**config.mk**
```make
export PLATFORM = sky130hd
export DESIGN_NAME = disp_scan_n
export DESIGN_NICKNAME = d
export VERILOG_FILES = /design/src/rtl/disp_pkg.sv /design/src/rtl/disp_seg_dec.sv /design/src/rtl/disp_scan_n.sv
export SDC_FILE = /design/constraint.sdc
export NUM_CORES = 1
export LEC_CHECK = 0
export ABC_CLOCK_PERIOD_IN_PS = 4100
export CORE_ASPECT_RATIO = 1.25
export CORE_MARGIN = 5
export CORE_UTILIZATION = 49
export DETAILED_ROUTE_END_ITERATION = 16
export PLACE_DENSITY = 0.74
export SLEW_MARGIN = 20
export SYNTH_ARGS = -nofsm -noshare
export SYNTH_HDL_FRONTEND = slang
export SYNTH_SLANG_ARGS = --single-unit
```
**constraint.sdc**
```tcl
create_clock -name clk -period 4.1 [get_ports clk]
set_input_delay 1.23 -clock clk [delete_from_list [all_inputs] [get_ports clk]]
set_output_delay 1.23 -clock clk [all_outputs]
set_load 0.1 [all_outputs]
```
**src/rtl/disp_pkg.sv**
```systemverilog
// Shared constants and helpers for the multiplexed 7-segment display driver:
// blank pattern, active-low hex decode table and a ceiling-log2 for widths.
package disp_pkg;

  localparam logic [7:0] SEG_BLANK = 8'hFF;

  // Active-low segment pattern, bit order g..a
  function automatic logic [6:0] hex7(input logic [3:0] h);
    logic [6:0] s;
    case (h)
      4'h0:    s = 7'h40;
      4'h1:    s = 7'h79;
      4'h2:    s = 7'h24;
      4'h3:    s = 7'h30;
      4'h4:    s = 7'h19;
      4'h5:    s = 7'h12;
      4'h6:    s = 7'h02;
      4'h7:    s = 7'h78;
      4'h8:    s = 7'h00;
      4'h9:    s = 7'h10;
      4'hA:    s = 7'h08;
      4'hB:    s = 7'h03;
      4'hC:    s = 7'h46;
      4'hD:    s = 7'h21;
      4'hE:    s = 7'h06;
      default: s = 7'h0E;
    endcase
    return s;
  endfunction

  function automatic int log2c(input int v);
    int r;
    r = 0;
    for (int unsigned i = 0; i < 31; i++)
      if ((64'd1 << i) < 64'(v)) r = int'(i) + 1;
    return r;
  endfunction

endpackage

```
**src/rtl/disp_seg_dec.sv**
```systemverilog
// Registered hex -> 7-segment decoder (active-low, g..a) with a blank override.
module disp_seg_dec
  import disp_pkg::*;
(
  input  logic       clk,
  input  logic       rst,
  input  logic [3:0] hex,
  input  logic       blank,
  output logic [6:0] seg7
);

  always_ff @(posedge clk) begin
    if (rst)        seg7 <= SEG_BLANK[6:0];
    else if (blank) seg7 <= SEG_BLANK[6:0];
    else            seg7 <= hex7(hex);
  end

endmodule

```
**src/rtl/disp_scan_n.sv**
```systemverilog
// NDIG-digit multiplexed 7-segment scan driver with frame-synchronous latch,
// decimal point, per-digit blink and PWM brightness. Optional macro: DISP_LZB_EN.
module disp_scan_n
  import disp_pkg::*;
#(
  parameter int NDIG    = 4,
  parameter int CLK_HZ  = 50_000_000,
  parameter int SCAN_HZ = 1000,
  parameter int DIM_W   = 3,
  parameter int BLINK_T = 250,
  localparam int PW     = log2c(NDIG)
)(
  input  logic              clk,
  input  logic              rst,
  input  logic [4*NDIG-1:0] dat,
  input  logic              dp_en,
  input  logic [PW-1:0]     dp_ptr,
  input  logic [NDIG-1:0]   blink_mask,
  input  logic [DIM_W-1:0]  bright,
  output logic [NDIG-1:0]   an,
  output logic [7:0]        seg,
  output logic              ce_tick,
  output logic              frame
);

  localparam int DIV = CLK_HZ / SCAN_HZ;
  localparam int PRW = log2c(DIV);
  localparam int BW  = (BLINK_T > 1) ? log2c(BLINK_T) : 1;

  logic [PRW-1:0]    presc;
  logic [PW-1:0]     ptr;
  logic [BW-1:0]     bcnt;
  logic              phase;
  logic [4*NDIG-1:0] sh_dat;
  logic              sh_dp_en;
  logic [PW-1:0]     sh_dp_ptr;
  logic [NDIG-1:0]   sh_mask;
  logic [DIM_W-1:0]  sh_bright;

  logic              dp_n;
  logic [6:0]        seg7;
  logic [31:0]       thr;
  logic              lit;
  logic              blink_blank;
  logic              digit_lzb;
  logic              pre_last;
  logic              pre_next_last;

  assign pre_last      = (presc == PRW'(DIV - 1));
  assign pre_next_last = (presc == PRW'(DIV - 2));
  assign thr           = ((32'(sh_bright) + 32'd1) * 32'(DIV)) >> DIM_W;
  assign lit           = 32'(presc) < thr;
  assign blink_blank   = phase && sh_mask[ptr];

`ifdef DISP_LZB_EN
  logic [NDIG-1:0] lzb_mask;

  // A digit is blanked when it and every digit above it are zero
  always_comb begin
    logic upper_zero;
    upper_zero = 1'b1;
    lzb_mask   = '0;
    for (int unsigned i = NDIG - 1; i >= 1; i--) begin
      upper_zero  = upper_zero && (sh_dat[4*i +: 4] == 4'h0);
      lzb_mask[i] = upper_zero;
    end
  end

  assign digit_lzb = lzb_mask[ptr];
`else
  assign digit_lzb = 1'b0;
`endif

  // ce_tick/frame are registered one count early so they line up with presc==DIV-1
  always_ff @(posedge clk) begin
    if (rst) begin
      presc     <= '0;
      ptr       <= '0;
      bcnt      <= '0;
      phase     <= 1'b0;
      sh_dat    <= '0;
      sh_dp_en  <= 1'b0;
      sh_dp_ptr <= '0;
      sh_mask   <= '0;
      sh_bright <= '0;
      ce_tick   <= 1'b0;
      frame     <= 1'b0;
      an        <= '1;
      dp_n      <= 1'b1;
    end else begin
      presc   <= pre_last ? '0 : presc + 1'b1;
      ce_tick <= pre_next_last;
      frame   <= pre_next_last && (ptr == PW'(NDIG - 1));

      if (ce_tick) begin
        ptr <= (ptr == PW'(NDIG - 1)) ? '0 : ptr + 1'b1;
        if (bcnt == BW'(BLINK_T - 1)) begin
          bcnt  <= '0;
          phase <= ~phase;
        end else begin
          bcnt <= bcnt + 1'b1;
        end
      end

      if (frame) begin
        sh_dat    <= dat;
        sh_dp_en  <= dp_en;
        sh_dp_ptr <= dp_ptr;
        sh_mask   <= blink_mask;
        sh_bright <= bright;
      end

      an   <= lit ? ~(NDIG'(1) << ptr) : '1;
      dp_n <= !(lit && sh_dp_en && (sh_dp_ptr == ptr) && !blink_blank);
    end
  end

  disp_seg_dec u_dec (
    .clk   (clk),
    .rst   (rst),
    .hex   (sh_dat[{ptr, 2'b00} +: 4]),
    .blank (!lit || blink_blank || digit_lzb),
    .seg7  (seg7)
  );

  assign seg = {dp_n, seg7};

endmodule

```
======== Yosys cells after proc, flatten, opt, wreduce, memory -nomap -nowiden ========
Memories as Yosys holds them, arrays and structs flattened. A register that Yosys moved wholly into a read port is not among the register bits.
Cells that the tools add are included.
storage, ports and cells
  register bits after elaboration ......... 60
  bits in read-only memories .............. 112
  output and inout port bits .............. 14
  logic and storage cells ................. 48
  memories ................................ 1
memories
  memory            depth  width  read ports  clocked after memory_dff  wr ports  line            text
  (name not given)  16     7      1           1                         0         disp_pkg.sv:10  case (h)
cells by class
  add/subtract/negate cells ............... 4
  $mul .................................... 1
  magnitude comparators ................... 2
  equal/unequal tests ..................... 5
  shift operators ......................... 2
  mux-type cells .......................... 4
  bitwise operators ....................... 3
  reduce and logical (&&, ||, !) cells .... 13
operators by type and width
  operator                                                              number
  16-bit equality test, second input constant                           2
  16-bit by 17-bit < comparator with 1-bit output                       1
  16-bit by 1-bit adder with 16-bit output, second input constant       1
  4-bit by 12-bit multiplier with 16-bit output, second input constant  1
  16-bit by 5-bit indexed part select with 4-bit output                 1
  8-bit by 1-bit adder with 8-bit output, second input constant         1
  8-bit equality test, second input constant                            1
  8-bit two-way mux                                                     1
  2-bit OR reduction                                                    3
  1-bit logical AND                                                     5
  3-bit by 1-bit adder with 4-bit output, second input constant         1
  4-bit inverter                                                        1
  1-bit by 2-bit left shift with 4-bit output, first input constant     1
  1-bit zero test                                                       3
  2-bit by 3-bit < comparator with 1-bit output, second input constant  1
  2-bit by 1-bit adder with 2-bit output, second input constant         1
  1-bit binary-select mux with 2-bit select                             1
  2-bit equality test                                                   1
  2-bit equality test, second input constant                            1
  2-bit two-way mux                                                     1
  1-bit inverter                                                        2
  2-bit AND reduction                                                   1
  1-bit logical OR                                                      1
  1-bit two-way mux                                                     1

======== Logic depth before layout (Yosys ltp) ========
Gate-level depths: netlist (run 1).
  word-level depth ........................ 7
  depth in mapped cells ................... 19
  gate-level depth less buffers ........... 17

======== Hierarchy ========
A second synthesis (run 1) with hierarchy kept.
second synthesis, totals
  cell total of the unflattened synthesis .. 391
  area total of the unflattened synthesis .. 3,721.1 um^2
modules (own cells, without submodules)
  module        instances  cells each  area an instance (um^2)  sequential area each (um^2)
  disp_scan_n   1          346         3,270.6                  1,201.2
  disp_seg_dec  1          45          450.4                    140.1

======== Least setup slack after synthesis (run 1) ========
OpenSTA, ideal clock, no wires.
  kind .................................... flip-flop to flip-flop
  start point ............................. reg sh_bright[0]
  end point ............................... reg an[1]
  library setup time ...................... 123 ps
  data arrival time ....................... 3,932 ps
  required time ........................... 3,977 ps
  setup slack ............................. 45 ps
  cell stages (with the launch flop) ...... 19
  cell sequence ........................... dfxtp_1 > clkbuf_1 > inv_1 > ha_1 > xor3_1 > ha_1 > ha_1 > a31oi_1 > o31ai_1 > a211o_1 > a32oi_1 > a21oi_1 > ha_1 > a2111oi_0 > o21ai_0 > o22a_1 > o21ai_1 > buf_2 > nand3b_1
on the way
  word-level cells in the longest chain between the ends .. 5
ends and longest elaborated chain
  what                                             line                text
  start: declaration                               disp_scan_n.sv:38   logic [DIM_W-1:0] sh_bright;
  start signal: assignment                         disp_scan_n.sv:110  sh_bright <= bright;
  3-bit by 1-bit adder with 4-bit output           disp_scan_n.sv:51   assign thr = ((32'(sh_bright) + 32'd1) * 32'(DIV)) >> DIM_W;
  4-bit by 12-bit multiplier with 16-bit output    disp_scan_n.sv:51
  16-bit by 17-bit < comparator with 1-bit output  disp_scan_n.sv:52   assign lit = 32'(presc) < thr;
  1-bit inverter (no source line)                  n/a
  2-bit OR reduction (no source line)              n/a
  end signal: assignment                           disp_scan_n.sv:113  an <= lit ? ~(NDIG'(1) << ptr) : '1;
  end: declaration                                 disp_scan_n.sv:20   output logic [NDIG-1:0] an,
No other way between the ends.
A chain may end at the register's enable or synchronous reset.

======== Worst setup path in the final report (run 1) ========
  start point ............................. reg sh_bright[0]
  end point ............................... reg u_dec.seg7[0]
on the way
  word-level cells in the longest chain between the ends .. 6
ends and longest elaborated chain
  what                                             line                text
  3-bit by 1-bit adder with 4-bit output           disp_scan_n.sv:51
  4-bit by 12-bit multiplier with 16-bit output    disp_scan_n.sv:51
  16-bit by 17-bit < comparator with 1-bit output  disp_scan_n.sv:52
  1-bit zero test                                  disp_scan_n.sv:122  .blank (!lit || blink_blank || digit_lzb),
  1-bit logical OR                                 disp_scan_n.sv:122
  2-bit OR reduction (no source line)              n/a
  end: declaration                                 disp_seg_dec.sv:9   output logic [6:0] seg7
No other way between the ends.

==> impl_table.tex, run 1 <==
\begin{tabular}{lr}
\hline
Metric & Value \\
\hline
\multicolumn{2}{l}{\textbf{Route}} \\
\quad DRT Wirelength & 7840 um \\
\quad Vias per inst & 5.39 \\
\quad Final routed wire length divided by cell count & 14.3 um \\
\quad First-iteration detailed-routing DRC count & 247 \\
\quad Total DRC errors in the routed layout & 0 \\
\quad Final ANT Viol Nets & 0 \\
\quad Detailed-route via count & 2947 \\
\quad Iteration count of the initial detailed-routing pass & 4 \\
\multicolumn{2}{l}{\textbf{Die}} \\
\quad Horizontal die dimension & 89.0 um \\
\quad Area of the die & around 9700 um2 \\
\quad Core ar. & 7700 um2 \\
\quad Initial core utilization & 0.497 \\
\quad Number of rows created at floorplan & 36 \\
\quad Die height & $\sim$110 um \\
\quad Top-level port count & 42 \\
\multicolumn{2}{l}{\textbf{Logic synthesis}} \\
\quad FF+latch count, synth & 67 \\
\quad Most area-hungry cell type in the Yosys netlist & sky130\_fd\_sc\_hd\_\_dfxtp\_1 \\
\quad Most instantiated library cell after synthesis & sky130\_fd\_sc\_hd\_\_dfxtp\_1 \\
\quad Mapped Nets & 476 \\
\quad Average instance area after synthesis & between 9 and 10 um2 \\
\quad Simple-Gate Fraction of Synth Area & 0.169 \\
\quad Sequential-to-total area share from yosys stat & 0.351 \\
\quad Count of unique library cells instantiated by Yosys & 55 \\
\quad Ranking of synthesized cells by area & sky130\_fd\_sc\_hd\_\_dfxtp\_1, sky130\_fd\_sc\_hd\_\_ha\_1, sky130\_fd\_sc\_hd\_\_mux2i\_1 \\
\quad Gate count after technology mapping & 405 \\
\quad Synthesized-area fraction occupied by xor and xnor cells & 0.100 \\
\quad List of most frequent post-synthesis cells & sky130\_fd\_sc\_hd\_\_dfxtp\_1, sky130\_fd\_sc\_hd\_\_nor2\_1, sky130\_fd\_sc\_hd\_\_ha\_1 \\
\quad Async set or reset register ratio after synthesis & 0 \\
\quad Mux share of post-synthesis cell area & 0.127 \\
\quad Number of warnings issued by yosys & 0 \\
\quad Dominant combinational cell family by area after synthesis & simple AND/OR/NAND/NOR gates \\
\quad Adder-cell area share of the yosys netlist & 0.141 \\
\quad Post-Synthesis Cell Area & around 3800 um2 \\
\quad Area fraction in compound gates after synthesis & 0.0736 \\
\quad Commonest register cell after synthesis & sky130\_fd\_sc\_hd\_\_dfxtp\_1 \\
\quad Fraction of synthesized cell area taken by the top area cell type & 0.351 \\
\quad Number of flops mapped to enable cells by yosys & 0 \\
\multicolumn{2}{l}{\textbf{Critical path}} \\
\quad Most numerous cell on the critical path & sky130\_fd\_sc\_hd\_\_ha\_1 \\
\quad List of cells traversed by the critical path & inv\_2 -> ha\_4 -> xor3\_2 -> ha\_1 -> ha\_1 -> a31oi\_1 -> o31ai\_1 -> a211o\_1 -> a32oi\_1 -> a21oi\_1 -> ha\_1 -> a2111oi\_4 -> o21ai\_1 -> o22a\_1 -> o21ai\_4 -> buf\_4 -> nand2\_1 \\
\quad Slowest cell on crit path & sky130\_fd\_sc\_hd\_\_xor3\_2 \\
\quad Worst Path Arrival & 4140 ps \\
\quad Crit path launch type & flop \\
\quad Crit Path Class & reg -> reg \\
\quad Top fanout value on the critical path & 6 \\
\quad Data required, critical path & 4340 ps \\
\quad Kind of cell with the highest combined delay on the critical path & compound AO/OA/AOI/OAI gates \\
\quad Worst path max stage delay & 430 ps \\
\quad Buf/Inv on CP & 2 \\
\quad CP endpoint kind & flop \\
\multicolumn{2}{l}{\textbf{GRT}} \\
\quad Antenna violations before repair & 0 \\
\quad Met3 usage in global routing & 0.0423 \\
\quad Wire length of the first global-routing pass & 12900 um \\
\quad GR Layer Usage met1 & 0.213 \\
\quad Met2 Resource Use GR & 0.272 \\
\quad Routing layer with the top usage in global route & met2 \\
\quad Total routing usage reported by global routing & 0.170 \\
\quad Leftover overflow at the end of global routing & 0 \\
\quad Vias in the first global route & between 2000 and 3000 \\
\quad Largest net degree at the start of global routing & 36 \\
\multicolumn{2}{l}{\textbf{Placement}} \\
\quad RD Place Congestion & 0.853 \\
\quad HPWL reported at the end of detailed placement & 5650 um \\
\quad Post-place instance area & 4300 um2 \\
\quad Number of port buffers & 41 \\
\quad Pre-CTS setup slack & -74.4 ps \\
\multicolumn{2}{l}{\textbf{Cells and area}} \\
\quad Layout overhead on the synthesized area & 20.7\% \\
\quad Proportion of layout cells with a drive suffix above 1 & 0.106 \\
\quad Number of inserted diodes & 0 \\
\quad Final core utilization & 0.600 \\
\quad Final Instance Area & 4620 um2 \\
\quad Number of nets in the final layout & approximately 520 \\
\multicolumn{2}{l}{\textbf{Power}} \\
\quad Gate power share & 0.063 \\
\quad Power density over the cells & 287 nW/um2 \\
\quad Pleak & 1.76 nW \\
\quad Share of total power consumed by net switching & 0.230 \\
\quad Largest vdd supply drop & 0.197 mV \\
\quad Sequential cell fraction of total power & 0.499 \\
\quad Power Internal & 1.02 mW \\
\quad Clock network fraction of total power & 0.439 \\
\quad Net switching power & 0.304 mW \\
\multicolumn{2}{l}{\textbf{Clocking}} \\
\quad TritonCTS clock tree & built \\
\quad Clock edge transition at the registers on the reported setup and hold paths & 70 ps \\
\quad Longest Clk Path Bufs & 2 \\
\quad Number of clock buffers inserted by TritonCTS & 9 \\
\quad Total clock sinks & 67 \\
\quad Clk Latency, worst-skew pair & around 350 ps \\
\quad CTS root buf & sky130\_fd\_sc\_hd\_\_clkbuf\_8 \\
\quad Number of H-tree branching levels & 3 \\
\multicolumn{2}{l}{\textbf{Timing}} \\
\quad Slew @ Worst Pin & 1090 ps \\
\quad Period Utilization, post-route & 0.952 \\
\quad Clock skew & 9.96 ps \\
\quad Max-slew headroom at the worst pin & 0.271 \\
\quad Final Critical Period & 3900 ps \\
\quad Setup ws final & 196 ps \\
\quad Slew Limit Fails & 0 \\
\quad Hold Vio Cnt, Final & 0 \\
\quad Highest clock rate & approximately 260 MHz \\
\quad Total Neg Setup Slack & 0 ps \\
\quad WHS & just under 500 ps \\
\quad Final-report setup violation count & 0 \\
\multicolumn{2}{l}{\textbf{Status}} \\
\quad Outcome & complete, no violations \\
\multicolumn{2}{l}{\textbf{Run}} \\
\quad Maxcap violations & 0 \\
\multicolumn{2}{l}{\textbf{Min path}} \\
\quad Worst Hold Class & reg -> reg \\
\hline
\end{tabular}
-- worst min-delay path: cells and delay by family (launching register included) --
kind             cells  cell delay (ps)
DFF                  1              320
muxes                1               70
and+or+nand+nor      1               70
-- registers in the layout, summed over array words and instances, names as in the netlist --
signal      count
presc          16
sh_dat         16
bcnt            8
u_dec.seg7      7
an              4
sh_mask         4
sh_bright       3
ptr             2
sh_dp_ptr       2
ce_tick         1
dp_n            1
frame           1
phase           1
sh_dp_en        1
-- path summary, 6_finish.rpt --
check	endpoint	cells after the start	from	slack [ps]
setup / recovery	u_dec.seg7[0]$_SDFF_PP1_	17	sh_bright[0]$_SDFFE_PP0P_	200
hold / removal	sh_dat[9]$_SDFFE_PP0P_	2	sh_dat[9]$_SDFFE_PP0P_	490
setup reg to reg	u_dec.seg7[0]$_SDFF_PP1_	17	sh_bright[0]$_SDFFE_PP0P_	200
hold reg to reg	sh_dat[9]$_SDFFE_PP0P_	2	sh_dat[9]$_SDFFE_PP0P_	490
-- kinds of logic (layout without fill, tap and decap cells) --
logic type,after synthesis,after routing
fa+ha+maj,43,43
flops,67,67
compound gates,41,41
xor+xnor,42,42
buf+inv,34,81
simple gates,138,138
mux,40,40
-- layout make-up --
cell class / instances / area, um2
Timing Repair Buffer: 49 / 469
Inverter: 16 / 60.1
Tap cell: 95 / 119
Fill cell: 654 / 3080
Sequential cell: 67 / 1350
Multi-Input combinational cell: 304 / 2410
Clock inverter: 4 / 47.5
Clock buffer: 12 / 165
-- power by group through the flow --
stage / Combinational, mW / Sequential (mW) / Clock [mW]
6_report: 0.0831 / 0.660 / 0.581
5_1_grt: 0.0877 / 0.661 / 0.629
4_1_cts: 0.0838 / 0.661 / 0.593
3_5_place_dp: 0.0830 / 0.676 / 0
3_3_place_gp: 0.0821 / 0.676 / 0
2_1_floorplan: 0.0184 / 0.702 / 0
-- layer usage --
layer	wire [um]	vias up	share of wire
li1	-	1490	-
met2	3830	73	0.49
met5	0	-	0
met3	400	16	0.051
met1	3400	1368	0.43
met4	207	0	0.026
-- timing repair --
item | in CTS | in global routing
setup buffers | 0 | 2
gates cloned | 0 | 1
hold buffers | 0 | 0
gates resized for setup | 2 | 18
pin swaps | 0 | 3
setup endpoints to repair | 12 | 12
-- metrics by stage --
step | total power, mW | cells
after global routing | 1.38 | 547
after CTS | 1.34 | 544
after global placement | 0.758 | 528
after detailed placement | 0.759 | 528
after floorplan | 0.720 | 405
final | 1.32 | 547
-- placed cells by master, fill, tap and decap left out, types with 9 or more instances in the layout --
cell type / netlist / layout
sky130_fd_sc_hd__nor2_1: 66 / 66
sky130_fd_sc_hd__a21oi_1: 12 / 12
sky130_fd_sc_hd__ha_1: 43 / 41
sky130_fd_sc_hd__nand3_1: 12 / 12
sky130_fd_sc_hd__dfxtp_1: 67 / 64
sky130_fd_sc_hd__buf_4: 1 / 9
sky130_fd_sc_hd__clkbuf_8: 0 / 12
sky130_fd_sc_hd__xor2_1: 14 / 14
sky130_fd_sc_hd__nand2_1: 24 / 24
sky130_fd_sc_hd__xnor2_1: 27 / 26
sky130_fd_sc_hd__clkdlybuf4s50_1: 0 / 39
sky130_fd_sc_hd__mux2i_1: 31 / 31
sky130_fd_sc_hd__inv_1: 16 / 15
No activity file was read; power rests on OpenSTA's default activity.
==> run 2, diff against run 1 <==
Settings changed: ABC_AREA from default to 1, PLACE_DENSITY 0.74 to 0.73.
==> run 2 against run 1 <==
Compared with the run above: sequential cell count unchanged; highest routed layer unchanged; fmax up 4.3%; synthesized cell count up 33%; clock skew down 3.1 ps; non-clock buffer count down 4; clock-buffer cell count down 2; clock power up 7.4%; final cell count up 24%; utilization down 0.73 points.
==> impl_table.tex, run 2 <==
\begin{tabular}{lr}
\hline
Metric & Value \\
\hline
\multicolumn{2}{l}{\textbf{Status}} \\
\quad Outcome & complete, no violations \\
\multicolumn{2}{l}{\textbf{Clocking}} \\
\quad TritonCTS clock tree & built \\
\quad Number of H-tree branching levels & 3 \\
\quad Clk Latency, worst-skew pair & between 300 and 400 ps \\
\quad Longest Clk Path Bufs & 2 \\
\quad Number of clock buffers inserted by TritonCTS & 9 \\
\quad Clock edge transition at the registers on the reported setup and hold paths & 80 ps \\
\quad CTS root buf & sky130\_fd\_sc\_hd\_\_clkbuf\_8 \\
\quad Total clock sinks & 67 \\
\multicolumn{2}{l}{\textbf{Cells and area}} \\
\quad Most common library cell in the layout ignoring fill and taps & sky130\_fd\_sc\_hd\_\_nand2\_1 \\
\quad Number of nets in the final layout & between 600 and 700 \\
\quad Final Instance Area & 4640 um2 \\
\quad Proportion of layout cells with a drive suffix above 1 & 0.0840 \\
\quad Final core utilization & 0.592 \\
\quad Top library cells by usage in the layout, fill and taps aside & sky130\_fd\_sc\_hd\_\_nand2\_1, sky130\_fd\_sc\_hd\_\_nor2\_1, sky130\_fd\_sc\_hd\_\_dfxtp\_1, sky130\_fd\_sc\_hd\_\_inv\_1, sky130\_fd\_sc\_hd\_\_ha\_1 \\
\quad Number of inserted diodes & 0 \\
\quad Fill count & roughly 740 \\
\quad Regs by FF count & presc x16, sh\_dat x16, bcnt x8 \\
\quad Layout overhead on the synthesized area & 18.1\% \\
\quad Non-filler cells, final & 678 \\
\multicolumn{2}{l}{\textbf{Route}} \\
\quad Iteration count of the initial detailed-routing pass & 4 \\
\quad DRT Wirelength & 8550 um \\
\quad Final routed wire length divided by cell count & 12.6 um \\
\quad Vias per inst & between 5 and 6 \\
\quad First-iteration detailed-routing DRC count & approximately 120 \\
\quad Detailed-route via count & 3478 \\
\quad Total DRC errors in the routed layout & 0 \\
\quad Final ANT Viol Nets & 0 \\
\multicolumn{2}{l}{\textbf{Die}} \\
\quad Horizontal die dimension & 90.1 um \\
\quad Area of the die & 9920 um2 \\
\quad Number of rows created at floorplan & 36 \\
\quad Core ar. & $\sim$7800 um2 \\
\quad Top-level port count & 42 \\
\quad Initial core utilization & 0.501 \\
\quad Die height & 110 um \\
\multicolumn{2}{l}{\textbf{Placement}} \\
\quad Post-place instance area & 4390 um2 \\
\quad RD Place Congestion & between 0.8 and 0.9 \\
\quad Number of port buffers & 41 \\
\quad Cells after DPL & 659 \\
\quad HPWL reported at the end of detailed placement & approximately 6400 um \\
\multicolumn{2}{l}{\textbf{Logic synthesis}} \\
\quad Fraction of synthesized cell area taken by the top area cell type & 0.341 \\
\quad List of most frequent post-synthesis cells & sky130\_fd\_sc\_hd\_\_nand2\_1, sky130\_fd\_sc\_hd\_\_nor2\_1, sky130\_fd\_sc\_hd\_\_dfxtp\_1 \\
\quad Average instance area after synthesis & 7.32 um2 \\
\quad Mapped Nets & 608 \\
\quad Most area-hungry cell type in the Yosys netlist & sky130\_fd\_sc\_hd\_\_dfxtp\_1 \\
\quad Commonest register cell after synthesis & sky130\_fd\_sc\_hd\_\_dfxtp\_1 \\
\quad Sequential-to-total area share from yosys stat & 0.341 \\
\quad Async set or reset register ratio after synthesis & 0 \\
\quad Post-Synthesis Cell Area & roughly 3900 um2 \\
\quad Gate count after technology mapping & about 540 \\
\quad FF+latch count, synth & 67 \\
\quad Number of warnings issued by yosys & 0 \\
\quad Most instantiated library cell after synthesis & sky130\_fd\_sc\_hd\_\_nand2\_1 \\
\quad Number of flops mapped to enable cells by yosys & 0 \\
\quad Count of unique library cells instantiated by Yosys & 36 \\
\quad Ranking of synthesized cells by area & sky130\_fd\_sc\_hd\_\_dfxtp\_1, sky130\_fd\_sc\_hd\_\_ha\_1, sky130\_fd\_sc\_hd\_\_nand2\_1 \\
\multicolumn{2}{l}{\textbf{Critical path}} \\
\quad Worst flop-to-flop path startpoint & sh\_bright[0]\$\_SDFFE\_PP0P\_ \\
\quad Data required, critical path & 4310 ps \\
\quad FF-to-FF setup slack & between 300 and 400 ps \\
\quad Crit Path Class & reg -> reg \\
\quad Worst Path Arrival & 3950 ps \\
\quad Cell count of the worst reg-to-reg path & 23 \\
\quad Crit path launch type & flop \\
\quad Reg2reg end & an[3]\$\_SDFF\_PP1\_ \\
\quad CP endpoint kind & flop \\
\quad Top fanout value on the critical path & 12 \\
\multicolumn{2}{l}{\textbf{Timing}} \\
\quad Period Utilization, post-route & 0.913 \\
\quad Highest clock rate & 267 MHz \\
\quad Final Critical Period & 3740 ps \\
\quad Max-slew headroom at the worst pin & 0.332 \\
\quad Total Neg Setup Slack & 0 ps \\
\quad Final-report setup violation count & 0 \\
\quad Hold Vio Cnt, Final & 0 \\
\quad Clock skew & 6.90 ps \\
\quad Slew @ Worst Pin & between 900 and 1000 ps \\
\quad WHS & 463 ps \\
\quad Slew Limit Fails & 0 \\
\quad RSZ-0062 raised after global routing & false \\
\multicolumn{2}{l}{\textbf{GRT}} \\
\quad Largest net degree at the start of global routing & 32 \\
\quad Total routing usage reported by global routing & 0.179 \\
\quad Wire length of the first global-routing pass & 14400 um \\
\quad Leftover overflow at the end of global routing & 0 \\
\quad Antenna violations before repair & 0 \\
\quad Vias in the first global route & 3286 \\
\multicolumn{2}{l}{\textbf{Power}} \\
\quad Pleak & approximately 2.1 nW \\
\quad Power density over the cells & between 200 and 300 nW/um2 \\
\quad Largest vdd supply drop & 0.205 mV \\
\multicolumn{2}{l}{\textbf{Min path}} \\
\quad Hold Crit Start & sh\_dat[1]\$\_SDFFE\_PP0P\_ \\
\quad Count of cells along the worst hold path & 2 \\
\quad Endpoint, Worst Hold & sh\_dat[1]\$\_SDFFE\_PP0P\_ \\
\quad Worst Hold Class & reg -> reg \\
\multicolumn{2}{l}{\textbf{Run}} \\
\quad Maxcap violations & 0 \\
\hline
\end{tabular}
## run 2: stage by stage
stage	power [mW]	setup slack [ps]
final	1.37	358
after global routing	1.41	50.2
after CTS	1.38	88.6
after detailed placement	0.759	113
after global placement	0.759	212
after floorplan	0.719	443
## run 2: worst max-delay path by stage
stage	startpoint	endpoint	slack, ps	cells past startpoint
6_report	sh_bright[0]$_SDFFE_PP0P_	an[3]$_SDFF_PP1_	360	23
5_1_grt	sh_bright[0]$_SDFFE_PP0P_	u_dec.seg7[4]$_SDFF_PP1_	50	23
4_1_cts	sh_bright[0]$_SDFFE_PP0P_	an[3]$_SDFF_PP1_	90	23
3_5_place_dp	sh_bright[0]$_SDFFE_PP0P_	an[3]$_SDFF_PP1_	110	23
3_3_place_gp	sh_bright[0]$_SDFFE_PP0P_	u_dec.seg7[3]$_SDFF_PP1_	210	23
2_1_floorplan	sh_bright[0]$_SDFFE_PP0P_	u_dec.seg7[0]$_SDFF_PP1_	440	24
## run 2: what timing repair did
item,CTS,global route
resized for setup,0,4
setup endpoints to repair,0,12
hold buffers,0,0
buffers inserted,0,3
## run 2: cell type report
| class | count | area [um2] | share of cell area |
|---|---|---|---|
| multi-input cells | 389 | 2260 | 0.488 |
| flip-flops and latches | 67 | 1350 | 0.290 |
| repair buffers | 45 | 435 | 0.0938 |
| inverters | 66 | 251 | 0.0542 |
| clock buffers | 10 | 138 | 0.0296 |
| well taps | 95 | 119 | 0.0256 |
| clock inverters | 6 | 88.8 | 0.0191 |
## run 2: routing by layer
layer / up-vias / wire, um / global-route usage
li1: 1831 / - / -
met4: 0 / 192 / 0.0968
met2: 68 / 4190 / 0.313
met5: - / 0 / 0
met1: 1567 / 3810 / 0.209
met3: 12 / 353 / 0.0312
## run 2: cell families after synthesis
family                   Yosys count  synth area share
AO/OA/AOI/OAI                     79             0.109
XOR/XNOR                          14            0.0312
adder cells (fa/ha/maj)           43             0.137
buffers and inverters             81            0.0825
flip-flops                        67             0.341
AND/OR/NAND/NOR                  253             0.299
## run 2: report_power, final
| part | total (mW) | leakage, nW | internal, mW | switching (mW) |
|---|---|---|---|---|
| clock network | 0.624 | 0.108 | 0.359 | 0.266 |
| registers | 0.660 | 0.544 | 0.656 | 0.00416 |
| logic | 0.0832 | 1.44 | 0.0347 | 0.0485 |
| total | 1.37 | 2.10 | 1.05 | 0.318 |
## run 2: worst max-delay path: stages (launching register included)
cell,delay (ps)
sky130_fd_sc_hd__dfxtp_4,410
sky130_fd_sc_hd__clkinvlp_4,130
sky130_fd_sc_hd__ha_1,360
sky130_fd_sc_hd__ha_1,320
sky130_fd_sc_hd__ha_1,290
sky130_fd_sc_hd__ha_1,350
sky130_fd_sc_hd__a21oi_1,80
sky130_fd_sc_hd__o21ai_1,190
sky130_fd_sc_hd__a21oi_1,90
sky130_fd_sc_hd__o21ai_0,190
sky130_fd_sc_hd__xor2_1,170
sky130_fd_sc_hd__ha_1,250
sky130_fd_sc_hd__nand2_1,70
sky130_fd_sc_hd__nand2_1,50
sky130_fd_sc_hd__nand2_1,50
sky130_fd_sc_hd__nand2_1,40
sky130_fd_sc_hd__nand2_1,50
sky130_fd_sc_hd__nand2_1,40
sky130_fd_sc_hd__nand2_1,50
sky130_fd_sc_hd__nand2_1,40
sky130_fd_sc_hd__nand2_1,50
sky130_fd_sc_hd__nand2_1,60
sky130_fd_sc_hd__nand2_2,170
sky130_fd_sc_hd__nand4_1,120
==> run 3, diff against run 2 <==
Settings changed: CAP_MARGIN from default to 20, CORE_MARGIN 5 to default.
==> run 3 against run 2 <==
Compared with the run above: wire length decreased by 1.0%; register-to-register slack improved by 50 ps; first-iteration DRC count increased by 29%; critical path depth unchanged; critical path type unchanged; critical endpoint is now dp_n$_SDFF_PP1_; final area increased by 0.54%; total power increased by 6.8%; via count increased by 0.52%.
==> impl_table.tex, run 3 (same netlist as run 2, synthesis figures left out) <==
\begin{tabular}{lr}
\hline
Metric & Value \\
\hline
\multicolumn{2}{l}{\textbf{Clocking}} \\
\quad Hold Buf Count CTS & 0 \\
\quad CTS root buf & sky130\_fd\_sc\_hd\_\_clkbuf\_8 \\
\quad Number of H-tree branching levels & 3 \\
\quad TritonCTS clock tree & built \\
\quad Total clock sinks & between 60 and 70 \\
\quad Clk Latency, worst-skew pair & 360 ps \\
\quad Longest Clk Path Bufs & 2 \\
\quad Clock edge transition at the registers on the reported setup and hold paths & around 80 ps \\
\quad Number of clock buffers inserted by TritonCTS & 9 \\
\multicolumn{2}{l}{\textbf{Die}} \\
\quad Number of rows created at floorplan & 36 \\
\quad Initial core utilization & 0.504 \\
\quad Area of the die & $\sim$8400 um2 \\
\quad Top-level port count & 42 \\
\quad Core ar. & approximately 7800 um2 \\
\quad Die height & 102 um \\
\quad Horizontal die dimension & 82.1 um \\
\multicolumn{2}{l}{\textbf{Cells and area}} \\
\quad Number of inserted diodes & 0 \\
\quad Final Instance Area & 4670 um2 \\
\quad Proportion of layout cells with a drive suffix above 1 & 0.0806 \\
\quad Number of nets in the final layout & 649 \\
\quad Fill count & $\sim$700 \\
\quad Regs by FF count & presc x16, sh\_dat x16, bcnt x8 \\
\quad Layout overhead on the synthesized area & 18.8\% \\
\quad Most common library cell in the layout ignoring fill and taps & sky130\_fd\_sc\_hd\_\_nand2\_1 \\
\quad Top library cells by usage in the layout, fill and taps aside & sky130\_fd\_sc\_hd\_\_nand2\_1, sky130\_fd\_sc\_hd\_\_nor2\_1, sky130\_fd\_sc\_hd\_\_dfxtp\_1, sky130\_fd\_sc\_hd\_\_inv\_1, sky130\_fd\_sc\_hd\_\_ha\_1 \\
\multicolumn{2}{l}{\textbf{Route}} \\
\quad Final ANT Viol Nets & 0 \\
\quad Detailed-route via count & 3496 \\
\quad Total DRC errors in the routed layout & 0 \\
\quad First-iteration detailed-routing DRC count & about 150 \\
\quad DRT Wirelength & between 8000 and 9000 um \\
\quad Iteration count of the initial detailed-routing pass & 4 \\
\quad Vias per inst & 5.16 \\
\quad Final routed wire length divided by cell count & 12.5 um \\
\multicolumn{2}{l}{\textbf{Placement}} \\
\quad Number of port buffers & 41 \\
\quad HPWL reported at the end of detailed placement & between 6000 and 7000 um \\
\quad RD Place Congestion & 0.854 \\
\quad Post-place instance area & around 4400 um2 \\
\multicolumn{2}{l}{\textbf{Critical path}} \\
\quad Cell count of the worst reg-to-reg path & 23 \\
\quad Crit path launch type & flop \\
\quad Buf/Inv on CP & 1 \\
\quad Data required, critical path & 4320 ps \\
\quad Most numerous cell on the critical path & sky130\_fd\_sc\_hd\_\_nand2\_1 \\
\quad Slowest cell on crit path & sky130\_fd\_sc\_hd\_\_dfxtp\_1 \\
\quad List of cells traversed by the critical path & inv\_1 -> ha\_1 -> ha\_1 -> ha\_1 -> ha\_1 -> a21oi\_1 -> o21ai\_1 -> a21oi\_1 -> o21ai\_0 -> xor2\_1 -> ha\_1 -> nand2\_1 -> nand2\_1 -> nand2\_1 -> nand2\_1 -> nand2\_1 -> nand2\_1 -> nand2\_1 -> nand2\_1 -> nand2\_1 -> nand2\_1 -> nand2\_2 -> nand4\_1 \\
\quad Kind of cell with the highest combined delay on the critical path & adder cells \\
\quad Reg2reg end & dp\_n\$\_SDFF\_PP1\_ \\
\quad Critical path capture point & dp\_n\$\_SDFF\_PP1\_ \\
\quad Beginning of the critical path & sh\_bright[1]\$\_SDFFE\_PP0P\_ \\
\quad FF-to-FF setup slack & just over 400 ps \\
\quad Worst flop-to-flop path startpoint & sh\_bright[1]\$\_SDFFE\_PP0P\_ \\
\quad Worst Path Arrival & between 3000 and 4000 ps \\
\quad Crit Path Class & reg -> reg \\
\quad Top fanout value on the critical path & 12 \\
\quad Critical path depth in cells & 23 \\
\quad Worst path max stage delay & 390 ps \\
\quad CP endpoint kind & flop \\
\multicolumn{2}{l}{\textbf{Timing}} \\
\quad Final-report setup violation count & 0 \\
\quad Max-slew headroom at the worst pin & 0.341 \\
\quad RSZ-0062 raised after global routing & false \\
\quad Final Critical Period & 3690 ps \\
\quad Clock skew & $\sim$12 ps \\
\quad Highest clock rate & between 200 and 300 MHz \\
\quad Total Neg Setup Slack & 0 ps \\
\quad Hold Vio Cnt, Final & 0 \\
\quad Slew @ Worst Pin & a little under 1000 ps \\
\quad Period Utilization, post-route & 0.899 \\
\quad Slew Limit Fails & 0 \\
\multicolumn{2}{l}{\textbf{GRT}} \\
\quad Met2 Resource Use GR & 0.362 \\
\quad Vias in the first global route & 3208 \\
\quad Total routing usage reported by global routing & 0.222 \\
\quad GR Layer Usage met1 & 0.266 \\
\quad Met3 usage in global routing & 0.0580 \\
\quad Leftover overflow at the end of global routing & 0 \\
\quad Largest net degree at the start of global routing & 32 \\
\quad Antenna violations before repair & 0 \\
\quad Wire length of the first global-routing pass & about 14000 um \\
\quad Routing layer with the top usage in global route & met2 \\
\multicolumn{2}{l}{\textbf{Run}} \\
\quad Maxcap violations & 0 \\
\multicolumn{2}{l}{\textbf{Power}} \\
\quad Largest vdd supply drop & 0.231 mV \\
\quad Pleak & 2.12 nW \\
\quad Power density over the cells & 313 nW/um2 \\
\multicolumn{2}{l}{\textbf{Min path}} \\
\quad Worst Hold Class & reg -> reg \\
\quad Count of cells along the worst hold path & 2 \\
\multicolumn{2}{l}{\textbf{Status}} \\
\quad Outcome & complete, no violations \\
\hline
\end{tabular}
run 3: power by group:
| group | switching, mW | internal (mW) | leakage [nW] |
|---|---|---|---|
| combinational | 0.0487 | 0.0348 | 1.45 |
| sequential | 0.00428 | 0.656 | 0.543 |
| clock | 0.276 | 0.440 | 0.130 |
run 3: worst min path at each step:
| stage | start | to |
|---|---|---|
| finish | sh_dat[9]$_SDFFE_PP0P_ | sh_dat[9]$_SDFFE_PP0P_ |
| global route | sh_dat[1]$_SDFFE_PP0P_ | sh_dat[1]$_SDFFE_PP0P_ |
| CTS | sh_dat[9]$_SDFFE_PP0P_ | sh_dat[9]$_SDFFE_PP0P_ |
| detailed placement | sh_dat[1]$_SDFFE_PP0P_ | sh_dat[1]$_SDFFE_PP0P_ |
| global placement | sh_dat[1]$_SDFFE_PP0P_ | sh_dat[1]$_SDFFE_PP0P_ |
| floorplan | sh_dat[1]$_SDFFE_PP0P_ | sh_dat[1]$_SDFFE_PP0P_ |
run 3: cell type report:
type / count / area [um2] / share of cell area
Multi-Input combinational cell: 389 / 2260 / 0.485
Clock inverter: 5 / 108 / 0.0231
Tap cell: 95 / 119 / 0.0255
Clock buffer: 11 / 151 / 0.0324
Sequential cell: 67 / 1340 / 0.287
Inverter: 66 / 248 / 0.0531
Timing Repair Buffer: 45 / 435 / 0.0933
run 3: routing by layer:
metal,vias up,wire length (um),part of all wire
met5,-,0,0
met4,0,182,0.022
met3,15,349,0.041
met2,73,4180,0.49
met1,1565,3750,0.44
li1,1843,-,-
run 3: through the flow:
stage | setup slack, ps | power [mW] | utilization | cells | hold WS (ps)
final | 412 | 1.46 | 0.599 | 678 | 468
after global routing | 6.67 | 1.50 | 0.599 | 678 | 496
after CTS | 293 | 1.47 | 0.598 | 677 | 475
after detailed placement | 321 | 0.759 | 0.565 | 661 | 453
after global placement | 439 | 0.759 | 0.565 | 661 | 443
after floorplan | 443 | 0.719 | - | 537 | 434
run 3: what timing repair did:
action,in CTS,in global routing
buffers inserted,0,1
endpoints found under the setup margin,0,12
hold endpoints to repair,0,0
gates resized for setup,0,1
run 3: worst reg2reg max path: stages (launching register included):
cell and delay, ps:
sky130_fd_sc_hd__dfxtp_1 390, sky130_fd_sc_hd__inv_1 80, sky130_fd_sc_hd__ha_1 340, sky130_fd_sc_hd__ha_1 320, sky130_fd_sc_hd__ha_1 290, sky130_fd_sc_hd__ha_1 350, sky130_fd_sc_hd__a21oi_1 80, sky130_fd_sc_hd__o21ai_1 190
sky130_fd_sc_hd__a21oi_1 90, sky130_fd_sc_hd__o21ai_0 200, sky130_fd_sc_hd__xor2_1 170, sky130_fd_sc_hd__ha_1 260, sky130_fd_sc_hd__nand2_1 70, sky130_fd_sc_hd__nand2_1 50, sky130_fd_sc_hd__nand2_1 50, sky130_fd_sc_hd__nand2_1 40
sky130_fd_sc_hd__nand2_1 50, sky130_fd_sc_hd__nand2_1 50, sky130_fd_sc_hd__nand2_1 50, sky130_fd_sc_hd__nand2_1 50, sky130_fd_sc_hd__nand2_1 50, sky130_fd_sc_hd__nand2_1 50, sky130_fd_sc_hd__nand2_2 170, sky130_fd_sc_hd__nand4_1 130
